==> config.mk <==
export PLATFORM = sky130hd
export DESIGN_NAME = a1339_spi_scheduler_flat
export DESIGN_NICKNAME = d
export VERILOG_FILES = /design/src/rtl/a1339_spi_scheduler_if.sv /design/src/rtl/a1339_spi_scheduler.sv /design/src/flat_wrapper.sv
export SDC_FILE = /design/constraint.sdc
export NUM_CORES = 1
export LEC_CHECK = 0
export BUFFER_PORTS_ARGS = -buffer_cell sky130_fd_sc_hd__buf_2
export CAP_MARGIN = 20
export CORE_MARGIN = 3
export CORE_UTILIZATION = 49
export DETAILED_ROUTE_END_ITERATION = 12
export GPL_TIMING_DRIVEN = 0
export PLACE_DENSITY = 0.81
export SYNTH_ARGS = -nofsm -noshare
export SYNTH_HDL_FRONTEND = slang
export SYNTH_SLANG_ARGS = --single-unit
==> constraint.sdc <==
create_clock -name clock -period 2.65 [get_ports clock]
set_input_delay 0.265 -clock clock [delete_from_list [all_inputs] [get_ports clock]]
set_output_delay 0.265 -clock clock [all_outputs]
set_load 0.02 [all_outputs]
==> src/rtl/a1339_spi_scheduler_if.sv <==
// Requester/engine bundle around the A1339 SPI scheduler.
// slave: the scheduler itself; master: the requesters and the SPI engine.
interface a1339_spi_scheduler_if #(
  parameter int NUM_CLIENTS  = 3,
  parameter int DATA_WIDTH   = 20,
  parameter int SENSOR_IDX_W = 8
);
  logic [NUM_CLIENTS-1:0]                   req_i;
  logic [NUM_CLIENTS-1:0][DATA_WIDTH-1:0]   req_data_i;
  logic [NUM_CLIENTS-1:0][SENSOR_IDX_W-1:0] req_sensor_i;
  logic [NUM_CLIENTS-1:0]                   grant_o;
  logic [NUM_CLIENTS-1:0]                   done_o;
  logic [DATA_WIDTH-1:0]                    rsp_data_o;
  logic                                     rsp_error_o;
  logic                                     busy_o;
  logic                                     eng_wren_o;
  logic [DATA_WIDTH-1:0]                    eng_data_o;
  logic [SENSOR_IDX_W-1:0]                  eng_sensor_o;
  logic                                     eng_do_valid_i;
  logic [DATA_WIDTH-1:0]                    eng_data_i;

  modport slave (
    input  req_i, req_data_i, req_sensor_i, eng_do_valid_i, eng_data_i,
    output grant_o, done_o, rsp_data_o, rsp_error_o, busy_o,
           eng_wren_o, eng_data_o, eng_sensor_o
  );

  modport master (
    output req_i, req_data_i, req_sensor_i, eng_do_valid_i, eng_data_i,
    input  grant_o, done_o, rsp_data_o, rsp_error_o, busy_o,
           eng_wren_o, eng_data_o, eng_sensor_o
  );
endinterface

==> src/rtl/a1339_spi_scheduler.sv <==
// Round-robin sharing of one A1339 SPI engine: one frame per grant, response
// routed to the winner, fixed inter-frame gap, timeout on a hung engine.
module a1339_spi_scheduler #(
  parameter int NUM_CLIENTS    = 3,
  parameter int DATA_WIDTH     = 20,
  parameter int SENSOR_IDX_W   = 8,
  parameter int GAP_CYCLES     = 50,
  parameter int TIMEOUT_CYCLES = 4096
) (
  input logic                   clock,
  input logic                   reset_n,
  a1339_spi_scheduler_if.slave  bus
);
  localparam int IDX_W = (NUM_CLIENTS > 1) ? $clog2(NUM_CLIENTS) : 1;
  localparam int TO_W  = $clog2(TIMEOUT_CYCLES);
  localparam int GAP_W = (GAP_CYCLES > 0) ? $clog2(GAP_CYCLES + 1) : 1;

  typedef enum logic [1:0] {IDLE, WAIT_RESP, GAP} state_t;

  state_t                  r_state;
  logic [IDX_W-1:0]        r_rr_ptr;
  logic [TO_W-1:0]         r_to_cnt;
  logic [GAP_W-1:0]        r_gap_cnt;
  logic [NUM_CLIENTS-1:0]  r_grant;
  logic [NUM_CLIENTS-1:0]  r_done;
  logic [DATA_WIDTH-1:0]   r_rsp_data;
  logic                    r_rsp_error;
  logic                    r_busy;
  logic                    r_wren;
  logic [DATA_WIDTH-1:0]   r_eng_data;
  logic [SENSOR_IDX_W-1:0] r_eng_sensor;

  logic                    w_found;
  logic [IDX_W-1:0]        w_win;
  logic [IDX_W-1:0]        w_next_ptr;
  logic                    w_finish;

  // First requester at or after the pointer, wrapping.
  always_comb begin
    w_found = 1'b0;
    w_win   = '0;
    for (int i = 0; i < NUM_CLIENTS; i++) begin
      if (!w_found && bus.req_i[(int'(r_rr_ptr) + i) % NUM_CLIENTS]) begin
        w_found = 1'b1;
        w_win   = IDX_W'((int'(r_rr_ptr) + i) % NUM_CLIENTS);
      end
    end
  end

  assign w_next_ptr = IDX_W'((int'(w_win) + 1) % NUM_CLIENTS);
  // A response on the last timeout cycle still counts as a success.
  assign w_finish   = bus.eng_do_valid_i || (r_to_cnt == TO_W'(TIMEOUT_CYCLES - 1));

  always_ff @(posedge clock or negedge reset_n) begin
    if (!reset_n) begin
      r_state      <= IDLE;
      r_rr_ptr     <= '0;
      r_to_cnt     <= '0;
      r_gap_cnt    <= '0;
      r_grant      <= '0;
      r_done       <= '0;
      r_rsp_data   <= '0;
      r_rsp_error  <= 1'b0;
      r_busy       <= 1'b0;
      r_wren       <= 1'b0;
      r_eng_data   <= '0;
      r_eng_sensor <= '0;
    end else begin
      r_wren <= 1'b0;
      r_done <= '0;
      case (r_state)
        IDLE: begin
          if (w_found) begin
            r_grant      <= NUM_CLIENTS'(1) << w_win;
            r_wren       <= 1'b1;
            r_eng_data   <= bus.req_data_i[w_win];
            r_eng_sensor <= bus.req_sensor_i[w_win];
            r_rr_ptr     <= w_next_ptr;
            r_to_cnt     <= '0;
            r_busy       <= 1'b1;
            r_state      <= WAIT_RESP;
          end
        end
        WAIT_RESP: begin
          r_to_cnt <= r_to_cnt + 1'b1;
          if (w_finish) begin
            r_rsp_data  <= bus.eng_do_valid_i ? bus.eng_data_i : '0;
            r_rsp_error <= !bus.eng_do_valid_i;
            r_done      <= r_grant;
            r_grant     <= '0;
            if (GAP_CYCLES == 0) begin
              r_busy  <= 1'b0;
              r_state <= IDLE;
            end else begin
              r_gap_cnt <= GAP_W'(GAP_CYCLES);
              r_state   <= GAP;
            end
          end
        end
        GAP: begin
          if (r_gap_cnt <= GAP_W'(1)) begin
            r_gap_cnt <= '0;
            r_busy    <= 1'b0;
            r_state   <= IDLE;
          end else begin
            r_gap_cnt <= r_gap_cnt - 1'b1;
          end
        end
        default: r_state <= IDLE;
      endcase
    end
  end

  assign bus.grant_o      = r_grant;
  assign bus.done_o       = r_done;
  assign bus.rsp_data_o   = r_rsp_data;
  assign bus.rsp_error_o  = r_rsp_error;
  assign bus.busy_o       = r_busy;
  assign bus.eng_wren_o   = r_wren;
  assign bus.eng_data_o   = r_eng_data;
  assign bus.eng_sensor_o = r_eng_sensor;
endmodule

==> src/flat_wrapper.sv <==
// flat-port wrapper written by rule: the top's interface ports become plain ports
module a1339_spi_scheduler_flat 
#(
  parameter int NUM_CLIENTS    = 3,
  parameter int DATA_WIDTH     = 20,
  parameter int SENSOR_IDX_W   = 8,
  parameter int GAP_CYCLES     = 50,
  parameter int TIMEOUT_CYCLES = 4096
)
  (clock, reset_n, bus_req_i, bus_req_data_i, bus_req_sensor_i, bus_eng_do_valid_i, bus_eng_data_i, bus_grant_o, bus_done_o, bus_rsp_data_o, bus_rsp_error_o, bus_busy_o, bus_eng_wren_o, bus_eng_data_o, bus_eng_sensor_o);
  a1339_spi_scheduler_if #(.NUM_CLIENTS(NUM_CLIENTS), .DATA_WIDTH(DATA_WIDTH), .SENSOR_IDX_W(SENSOR_IDX_W)) bus_i ();
  input logic clock;
  input logic reset_n;
  input wire logic [$bits(bus_i.req_i)-1:0] bus_req_i;
  input wire logic [$bits(bus_i.req_data_i)-1:0] bus_req_data_i;
  input wire logic [$bits(bus_i.req_sensor_i)-1:0] bus_req_sensor_i;
  input wire logic [$bits(bus_i.eng_do_valid_i)-1:0] bus_eng_do_valid_i;
  input wire logic [$bits(bus_i.eng_data_i)-1:0] bus_eng_data_i;
  output wire logic [$bits(bus_i.grant_o)-1:0] bus_grant_o;
  output wire logic [$bits(bus_i.done_o)-1:0] bus_done_o;
  output wire logic [$bits(bus_i.rsp_data_o)-1:0] bus_rsp_data_o;
  output wire logic [$bits(bus_i.rsp_error_o)-1:0] bus_rsp_error_o;
  output wire logic [$bits(bus_i.busy_o)-1:0] bus_busy_o;
  output wire logic [$bits(bus_i.eng_wren_o)-1:0] bus_eng_wren_o;
  output wire logic [$bits(bus_i.eng_data_o)-1:0] bus_eng_data_o;
  output wire logic [$bits(bus_i.eng_sensor_o)-1:0] bus_eng_sensor_o;
  assign bus_i.req_i = bus_req_i;
  assign bus_i.req_data_i = bus_req_data_i;
  assign bus_i.req_sensor_i = bus_req_sensor_i;
  assign bus_i.eng_do_valid_i = bus_eng_do_valid_i;
  assign bus_i.eng_data_i = bus_eng_data_i;
  assign bus_grant_o = bus_i.grant_o;
  assign bus_done_o = bus_i.done_o;
  assign bus_rsp_data_o = bus_i.rsp_data_o;
  assign bus_rsp_error_o = bus_i.rsp_error_o;
  assign bus_busy_o = bus_i.busy_o;
  assign bus_eng_wren_o = bus_i.eng_wren_o;
  assign bus_eng_data_o = bus_i.eng_data_o;
  assign bus_eng_sensor_o = bus_i.eng_sensor_o;
  a1339_spi_scheduler #(.NUM_CLIENTS(NUM_CLIENTS), .DATA_WIDTH(DATA_WIDTH), .SENSOR_IDX_W(SENSOR_IDX_W), .GAP_CYCLES(GAP_CYCLES), .TIMEOUT_CYCLES(TIMEOUT_CYCLES)) u_core (.clock(clock), .reset_n(reset_n), .bus(bus_i));
endmodule
Word level (Yosys, flattened, before mapping)
Index checks and enable logic that the tools add are counted.

Logic and storage cells: 89. Input port bits: 110. Register bits: 79. Output and inout bits: 57.

$add $sub $neg: 5. Equality and inequality tests: 6. Div/mod/pow operators: 4. Multiplexer cells: 39. Reduce and logical (&&, ||, !) cells: 17. Shift-type cells: 1. Order comparisons: 5.

Operators with widths (count): $lt 32x4->1 const B (3); $mod 32x3->32 const B (3); $bmux 20 s2 (1); $mux 20 (2); $mod 3x3->32 const B (1); $pmux 12 s2 (1); $bmux 8 s2 (1); $mux 1 (13); $add 12x1->12 const B (1); $eq 12x12->1 const B (1); $mux 12 (1); $mux 2 (6); $mux 3 (4); $mux 6 (2); $pmux 6 s2 (1); $reduce_and 3->1 (3); $mux 8 (1); $reduce_and 2->1 (4); $add 2x1->3 const B (2); $bmux 1 s2 (3); $le 6x1->1 const B (1); $ne 2x1->1 const B (3); $pmux 2 s3 (1); $pmux 3 s2 (1); other kinds (12) (17).

Logic depth before layout (Yosys ltp)
Gate-level depths: netlist of run 1.

Depth in word-level cells: 14. Mapped depth: 11. Gate-level depth less buffers: 8.

Least setup slack after synthesis of run 1
Ideal clock, no wire load.

Kind: register to register. From: register u_core.r_rr_ptr[1]. To: register u_core.r_eng_data[10], in the netlist u_core.bus.eng_data_o[10]. Path slack: 262 ps. Path buffers: 3. Stages on the path, launching flop included: 12. Library setup time: 132 ps. Data required time: 2518 ps. Clock period less this slack: 2388 ps. Arrival: 2256 ps. Cells stage by stage: dfrtp_1 -> inv_1 -> ha_1 -> buf_2 -> mux2_4 -> mux2_2 -> o31ai_4 -> inv_2 -> nand3_2 -> buf_6 -> buf_6 -> o221ai_2.

Word-level cells in the longest chain between the ends: 13. Elaborated cells on any way between the ends: 27. Those cells by class: add/sub (2); div (3); mux (17); reduce/logical (5).

RTL lines: from (decl) (RTL line a1339_spi_scheduler.sv:21) `logic [IDX_W-1:0] r_rr_ptr;`; from (signal assigned) (RTL line a1339_spi_scheduler.sv:78) `r_rr_ptr <= w_next_ptr;`; parallel branches: the longest is 13 deep, another holds $mod 32x3->32; to (signal assigned) (RTL line a1339_spi_scheduler.sv:76) `r_eng_data <= bus.req_data_i[w_win];`; to (decl) (RTL line a1339_spi_scheduler.sv:30) `logic [DATA_WIDTH-1:0] r_eng_data;`.

Parallel ways; which one is timed is not known. The select of a mux whose other input is x is not followed. A chain may end at the register's enable or synchronous reset.

Final worst setup path of run 1
From: register u_core.r_rr_ptr[1]. To: register u_core.r_eng_data[7], in the netlist u_core.bus.eng_data_o[7].

Same word-level chain as after synthesis.

==> reports/qor.txt, run 1 <==
outcome - finished clean
total die area - 9509 sq um
EDFF count, synth - 0
Design Power - 6.915 mW
CTS Buf Count - 9
final setup vio count - 0
largest net degree at the start of global routing - 60
DIE WIDTH - 97.52 um
Yosys cell types - 51
cell row count - 32
final wirelength - 11020 um
Setup TNS - 0 ns
Skew-Pair Late Insertion Delay - 0.34 ns
top post-synthesis cells by area - dfrtp_1 48%, mux2i_1 7.3%, a22o_1 4.7%
CTS clk-pin slew, worst paths - 0.07 ns
Async SR Flop Fraction - 100.0%
main flop type after synthesis - dfrtp_1
Final Hold Viols - 0
Clock Skew - 0.009851 ns
Max clock buf depth - 2
post-place setup slack - -0.1640 ns
critical path class - flop to flop
Final WS setup - 0.1036 ns
Worst Path Required - 2.86 ns
Ys Warns - 0
Mapped Cells - 399
Hold Path Depth - 2
Arrival @ worst endpoint - 2.75 ns
r2r setup slk - 0.10 ns
mean area per synthesized cell - 10.29 sq um
Synth top area share - 48.17%
Mapped Area - 4104 sq um
post-synth top area cell - dfrtp_1
count of pins over their slew limit - 0
Achievable Freq - 392.7 MHz
DR vias - 3784
GRT Overall Usage - 23.52%
Die Ht - 97.52 um
vias per cell - 5.484
Worst R2R Path Depth - 11
CP endpoint - u_core.bus.eng_data_o[7]
most frequent cell after synthesis - dfrtp_1
# clock sinks - 79
core area - 7928 sq um
Mapped Nets - 516
worst slew pin tran - 0.4934 ns
routability cong. - 0.9313
Leakage - 2.849 nW
H-tree lvl count - 3
period utilization - 96.09%
drt first pass iters - 4
Max VDD drop - 0.8132 mV
crit-path max FO - 10
drt wl/cell - 15.98 um
nets - 699
Final min period - 2.546 ns
Synth Register Bits - 79
I/O pin cnt - 167
startpoint types - flop
HPWL after DPL - 8416 um
vias in the first global route - 3877
Hold WC Path Type - input pin to flop
synthesis-to-finish area growth - 31.04%
worst rel slew slack - 67.11%
Reg2Reg Capture Point - u_core.bus.eng_data_o[7]
FF-to-FF Start - u_core.r_rr_ptr[1]
antenna viol nets, final - 0
crit path from - u_core.r_rr_ptr[1]
sequential area share after synthesis - 48.17%
input/output buffers - 166
Layout fillers - 648
Iter 0 DRT Violations - 187
Clock Tree Root - clkbuf_8
CP endpoint kind - flop
share of cells above drive strength 1 - 37.48%
total gr overflow - 0
drt drc - 0
PD cells - 1286 nW/um^2
first-pass GRT wire length - 18460 um
CTS tree - yes
Starting Density - 51.77%
hold slack - 0.1584 ns
maxcap violations - 0
initial antenna violation count - 1
most frequent cells after synthesis - 79 x dfrtp_1, 46 x nand2_1, 40 x inv_1, 30 x mux2i_1, 22 x a22o_1
## worst max-delay path: stages, from the launching register on
cell      delay, ns
dfrtp_1        0.41
inv_2          0.08
ha_1           0.13
clkbuf_4       0.18
mux2_4         0.32
mux2_4         0.32
o31ai_4        0.26
buf_4          0.17
inv_4          0.06
o21ai_4        0.15
buf_6          0.22
o221ai_1       0.11
## power breakdown
group / internal [mW] / switching, mW / total (mW) / leakage [nW]
Clock: 0.461 / 0.413 / 0.874 / 0.0936
Sequential: 1.72 / 0.327 / 2.04 / 0.992
Combinational: 1.64 / 2.36 / 4.00 / 1.76
## flip-flops by register name, indices dropped and copies added (netlist names)
name	count
u_core.bus.busy_o	1
u_core.bus.done_o	3
u_core.bus.eng_data_o	20
u_core.bus.eng_sensor_o	8
u_core.bus.eng_wren_o	1
u_core.bus.grant_o	3
u_core.bus.rsp_data_o	20
u_core.bus.rsp_error_o	1
u_core.r_gap_cnt	6
u_core.r_rr_ptr	2
u_core.r_state	2
u_core.r_to_cnt	12
## placed cells by master, fill, tap and decap left out, types with 7 or more instances in the layout
master / netlist / final
a21oi_1: 9 / 9
a22o_1: 22 / 22
a31oi_1: 7 / 7
and3_1: 7 / 7
buf_2: 5 / 166
clkbuf_1: 12 / 12
clkbuf_8: 0 / 10
dfrtp_1: 79 / 79
ha_1: 7 / 7
inv_1: 40 / 39
mux2i_1: 30 / 29
nand2_1: 46 / 46
nand2b_1: 7 / 7
nand3_1: 13 / 13
nor2_1: 12 / 12
nor2b_1: 7 / 7
o21ai_0: 18 / 18
o221ai_1: 18 / 18
o221ai_2: 10 / 10
## per-stage QoR
| step | cell area, sq um | utilization [%] | std cells |
|---|---|---|---|
| floorplan | 4104 | - | 399 |
| global placement | 5062 | 63.86 | 667 |
| detailed placement | 5092 | 64.24 | 668 |
| CTS | 5314 | 67.03 | 686 |
| global route | 5378 | 67.83 | 690 |
| finish | 5378 | 67.83 | 690 |
## layer usage
layer  vias to the layer above  GRT usage [%]  part of all wire [%]
met2                       163          38.85                    49
met1                      1796          30.12                    41
met3                        16          6.246                   7.9
li1                       1809              -                     -
met5                         -              0                     0
met4                         0          7.561                   1.2
## worst min path at each step
stage                                    startpoint                        end
after floorplan                             reset_n          u_core.bus.busy_o
after CTS                        bus_eng_data_i[15]  u_core.bus.rsp_data_o[15]
final                            bus_eng_data_i[15]  u_core.bus.rsp_data_o[15]
after detailed placement                    reset_n        u_core.r_gap_cnt[0]
after global routing             bus_eng_data_i[15]  u_core.bus.rsp_data_o[15]
after global placement    u_core.bus.eng_data_o[19]  u_core.bus.eng_data_o[19]
## area by class of cell
class | instances | area, sq um | share of cell area, %
Antenna cell | 1 | 2.502 | 0.04653
Buffer | 25 | 175.2 | 3.257
Clock buffer | 13 | 148.9 | 2.769
Clock inverter | 3 | 42.54 | 0.7911
Inverter | 41 | 156.4 | 2.908
Multi-Input combinational cell | 254 | 1847 | 34.34
Sequential cell | 79 | 1977 | 36.76
Tap cell | 102 | 127.6 | 2.373
Timing Repair Buffer | 172 | 900.9 | 16.75
## what timing repair did
item | 4_1_cts | 5_1_grt
pin swaps | 1 | 1
buffers inserted | 1 | 3
resized for setup | 4 | 16
endpoints found under the setup margin | 26 | 32
hold buffers | 1 | 0
endpoints found under the hold margin | 20 | 0
## kinds of logic (layout without fill, tap and decap cells)
| group | count (synthesis) | count (layout) | share of synthesized area, % |
|---|---|---|---|
| muxes | 33 | 33 | 8.232 |
| AOI/OAI and AO/OA | 110 | 110 | 22.23 |
| DFF | 79 | 79 | 48.17 |
| other | 0 | 1 | 0 |
| and+or+nand+nor | 103 | 103 | 11.92 |
| buffers and inverters | 66 | 254 | 7.103 |
| adders and majority gates | 7 | 7 | 2.134 |
| xor gates and xnor gates | 1 | 1 | 0.2135 |
Power figures use the tool's default switching activity.
==> run 2, diff against run 1 <==
--- a/config.mk
+++ b/config.mk
@@ -5,13 +5,16 @@
 export SDC_FILE = /design/constraint.sdc
 export NUM_CORES = 1
 export LEC_CHECK = 0
+export ABC_AREA = 1
 export BUFFER_PORTS_ARGS = -buffer_cell sky130_fd_sc_hd__buf_2
 export CAP_MARGIN = 20
 export CORE_MARGIN = 3
-export CORE_UTILIZATION = 49
+export CORE_UTILIZATION = 48
+export CTS_BUF_LIST = sky130_fd_sc_hd__clkbuf_8 sky130_fd_sc_hd__clkbuf_16
 export DETAILED_ROUTE_END_ITERATION = 12
 export GPL_TIMING_DRIVEN = 0
-export PLACE_DENSITY = 0.81
+export PLACE_DENSITY = 0.8
+export SETUP_SLACK_MARGIN = 0.2
 export SYNTH_ARGS = -nofsm -noshare
 export SYNTH_HDL_FRONTEND = slang
 export SYNTH_SLANG_ARGS = --single-unit
==> run 2 against run 1 <==
  * Via count increased by 12%
  * Critical path type unchanged
  * Sequential share of layout area is 0.88 points higher
  * Global-route usage up 0.91 points
  * Largest power group is now registers
  * Clock power is 3.3% lower
  * Critical endpoint is now u_core.bus.eng_data_o[16]
  * Die area rose by 0.73%
  * Largest cell class unchanged
  * Synthesized area down 1.3%
  * Critical path depth grew 3
  * Fmax up 12%
  * Worst setup slack better by 0.27 ns
  * Register-to-register slack improved by 0.27 ns
==> reports/qor.txt, run 2 <==
outcome - finished clean
commonest non-fill, non-tap cells in the layout - 181 x buf_2, 124 x nand2_1, 79 x dfrtp_1, 69 x a21oi_1, 53 x nand3_1
HPWL after DPL - 8841 um (+5.1%)
Hold Path Depth - 2 (unchanged)
largest net degree at the start of global routing - 59 (-1.7%)
drt wl/cell - 14.88 um (-6.8%)
I/O pin cnt - 167 (unchanged)
first-pass GRT wire length - 19380 um (+5.0%)
Hold EP - u_core.bus.rsp_data_o[11]
maxcap violations - 0 (unchanged)
r2r setup slk - 0.38 ns (+0.27 ns)
crit-path max FO - 10 (unchanged)
Worst R2R Path Depth - 14 (+3)
worst hold start - bus_eng_data_i[11]
hold slack - 0.1255 ns (-0.03287 ns)
sequential area share after synthesis - 48.80% (+0.62 points)
Ys Warns - 0 (unchanged)
placed insts - 772 (+16%)
most frequent cells after synthesis - 124 x nand2_1, 79 x dfrtp_1, 69 x a21oi_1, 54 x nand3_1, 45 x nor2_1
count of pins over their slew limit - 0 (unchanged)
worst slew pin tran - 0.5297 ns (+0.03627 ns)
Layout Cells excl Fill - 789 (+14%)
vias in the first global route - 4256 (+9.8%)
Achievable Freq - 440.0 MHz (+12%)
final wirelength - 11740 um (+6.5%)
most frequent cell after synthesis - nand2_1
post-synth top area cell - dfrtp_1
core area - 7968 sq um (+0.51%)
drt first pass iters - 5 (+1)
cell row count - 32 (unchanged)
synthesis-to-finish area growth - 29.65%
input/output buffers - 166 (unchanged)
routability cong. - 0.9299 (-0.15%)
main combinational cell family by area after synthesis - simple AND/OR/NAND/NOR gates
Leakage - 3.093 nW (+8.6%)
setup bufs post-CTS - 0 (-1)
Starting Density - 50.85% (-0.92 points)
CP dominant cell by count - nand2_1
CTS Buf Count - 9 (unchanged)
DR vias - 4240 (+12%)
mux share of post-synthesis cell area - 0.2471% (-8.0 points)
CP endpoint kind - flop
total gr overflow - 0 (unchanged)
CTS clk-pin slew, worst paths - 0.10 ns (+0.03 ns)
crit path from - u_core.r_rr_ptr[0]
EDFF count, synth - 0 (unchanged)
H-tree lvl count - 3 (unchanged)
simple-gate share of the synthesized area - 23.97% (+12 points)
Worst path top cell family by delay - simple AND/OR/NAND/NOR gates
# clock sinks - 79 (unchanged)
CTS tree - yes
vias per cell - 5.374 (-2.0%)
Final Hold Viols - 0 (unchanged)
Mapped Nets - 620 (+20%)
Max VDD drop - 0.2466 mV (-70%)
DIE WIDTH - 97.87 um (+0.36%)
Worst Path Required - 2.93 ns (+0.07 ns)
Final min period - 2.273 ns (-0.2736 ns)
Synth Area in XOR/XNOR - 0.8647% (+0.65 points)
startpoint types - flop
sequential cell area - 1977 sq um (unchanged)
compound-gate portion of the synthesized area - 16.99% (-5.2 points)
main flop type after synthesis - dfrtp_1
critical path class - flop to flop
Setup TNS - 0 ns (unchanged)
Mapped Area - 4051 sq um (-1.3%)
Async SR Flop Fraction - 100.0% (unchanged)
Clock Skew - 0.01396 ns (+0.004113 ns)
post-place setup slack - 0.2944 ns (+0.4584 ns)
final setup vio count - 0 (unchanged)
top post-synthesis cells by area - dfrtp_1 49%, nand2_1 11%, a21oi_1 8.5%
CP peak stage delay - 0.40 ns (about the same)
CP max stage cell - dfrtp_1
footprint of the multi-input gates - 1802 sq um (-2.4%)
Skew-Pair Late Insertion Delay - 0.36 ns (+0.02 ns)
CP cell instances - inv_1 > ha_2 > inv_2 > nand2_1 > nand3_1 > nand2_1 > nand2_1 > inv_2 > nand3_2 > clkbuf_1 > nand3_1 > nand2_1 > nand2_1 > a21oi_1
Die Ht - 97.87 um (+0.36%)
Max clock buf depth - 2 (unchanged)
mean area per synthesized cell - 8.054 sq um (-22%)
GRT Overall Usage - 24.43% (+0.91 points)
Iter 0 DRT Violations - 230 (+23%)
PD cells - 452.6 nW/um^2 (-65%)
initial antenna violation count - 0 (-1)
Layout fillers - 695 (+7.3%)
Arrival @ worst endpoint - 2.55 ns (-0.20 ns)
Yosys cell types - 29 (-43%)
total die area - 9579 sq um (+0.73%)
drt drc - 0 (unchanged)
commonest non-fill, non-tap cell in the layout - buf_2
Synth Register Bits - 79 (unchanged)
Clock Tree Root - clkbuf_8
Synth top area share - 48.80% (+0.62 points)
worst rel slew slack - 64.56% (-2.5 points)
unrepaired setup endpoints after global routing - no
Mapped Cells - 503 (+26%)
Hold WC Path Type - input pin to flop
FF-to-FF Start - u_core.r_rr_ptr[0]
share of cells above drive strength 1 - 32.46% (-5.0 points)
nets - 799 (+14%)
fraction of the mapped netlist area in adder cells - 2.162% (+0.028 points)
period utilization - 85.76% (-10 points)
CP bufs+invs - 4 (-1)
Final WS setup - 0.3773 ns (+0.2736 ns)
Reg2Reg Capture Point - u_core.bus.eng_data_o[16]
antenna viol nets, final - 0 (unchanged)
n_diodes - 0 (-1)
==> run 2: cell count changes after synthesis, moves of 18 or more <==
cell / change
nand2_1: +78
nor2_1: +33
o221ai_1: -18
mux2i_1: -29
nand3_1: +41
a21oi_1: +60
==> run 2: repair_timing <==
item                       4_1_cts  5_1_grt
resized for setup                0        9
setup endpoints to repair        0       33
hold buffers                     1        0
hold endpoints to repair        21        0
==> run 2: power by group <==
part,switching (mW),internal (mW),total [mW]
sequential,0.00865,1.22,1.23
clock,0.468,0.377,0.845
combinational,0.173,0.131,0.304
total,0.650,1.73,2.38
==> run 2: worst max path at each step <==
| stage | end | slack, ns | depth (start not counted) |
|---|---|---|---|
| after floorplan | u_core.bus.eng_data_o[10] | 0.74 | 14 |
| after global placement | u_core.bus.eng_sensor_o[2] | 0.39 | 14 |
| after detailed placement | u_core.bus.eng_sensor_o[2] | 0.29 | 14 |
| after CTS | u_core.bus.eng_sensor_o[2] | 0.29 | 14 |
| after global routing | u_core.bus.eng_data_o[15] | 0.19 | 14 |
| final | u_core.bus.eng_data_o[16] | 0.38 | 14 |
==> run 2: metrics by stage <==
| stage | utilization (%) | power (mW) | instance area [sq um] |
|---|---|---|---|
| 2_1_floorplan | - | 1.394 | 4051 |
| 3_3_place_gp | 62.88 | 1.543 | 5010 |
| 3_5_place_dp | 63.25 | 1.553 | 5040 |
| 4_1_cts | 65.75 | 2.399 | 5239 |
| 5_1_grt | 65.92 | 2.482 | 5253 |
| 6_report | 65.92 | 2.377 | 5253 |
==> run 2: cells by family (layout without fill, tap and decap cells) <==
group           Yosys count  after routing
compound gates          119            119
xor+xnor                  4              4
fa+ha+maj                 7              7
buf+inv                  61            245
flops                    79             79
mux                       1              1
simple gates            232            232
==> run 2: layout make-up <==
class                      instances  share of cell area [%]
clock buffer                      10                   2.620
timing repair buffer             168                   16.58
buffer                            28                   3.097
multi-input combinational        363                   34.30
tap                              102                   2.430
sequential                        79                   37.64
clock inverter                     6                  0.9767
inverter                          33                   2.358
==> run 2: layer usage <==
metal | global-route usage [%] | routed length [um] | up-vias
met4 | 9.904 | 298 | 0
met5 | 0 | 0 | -
met1 | 32.36 | 4858 | 1970
met2 | 40.37 | 5658 | 196
li1 | - | - | 2042
met3 | 3.571 | 928 | 32
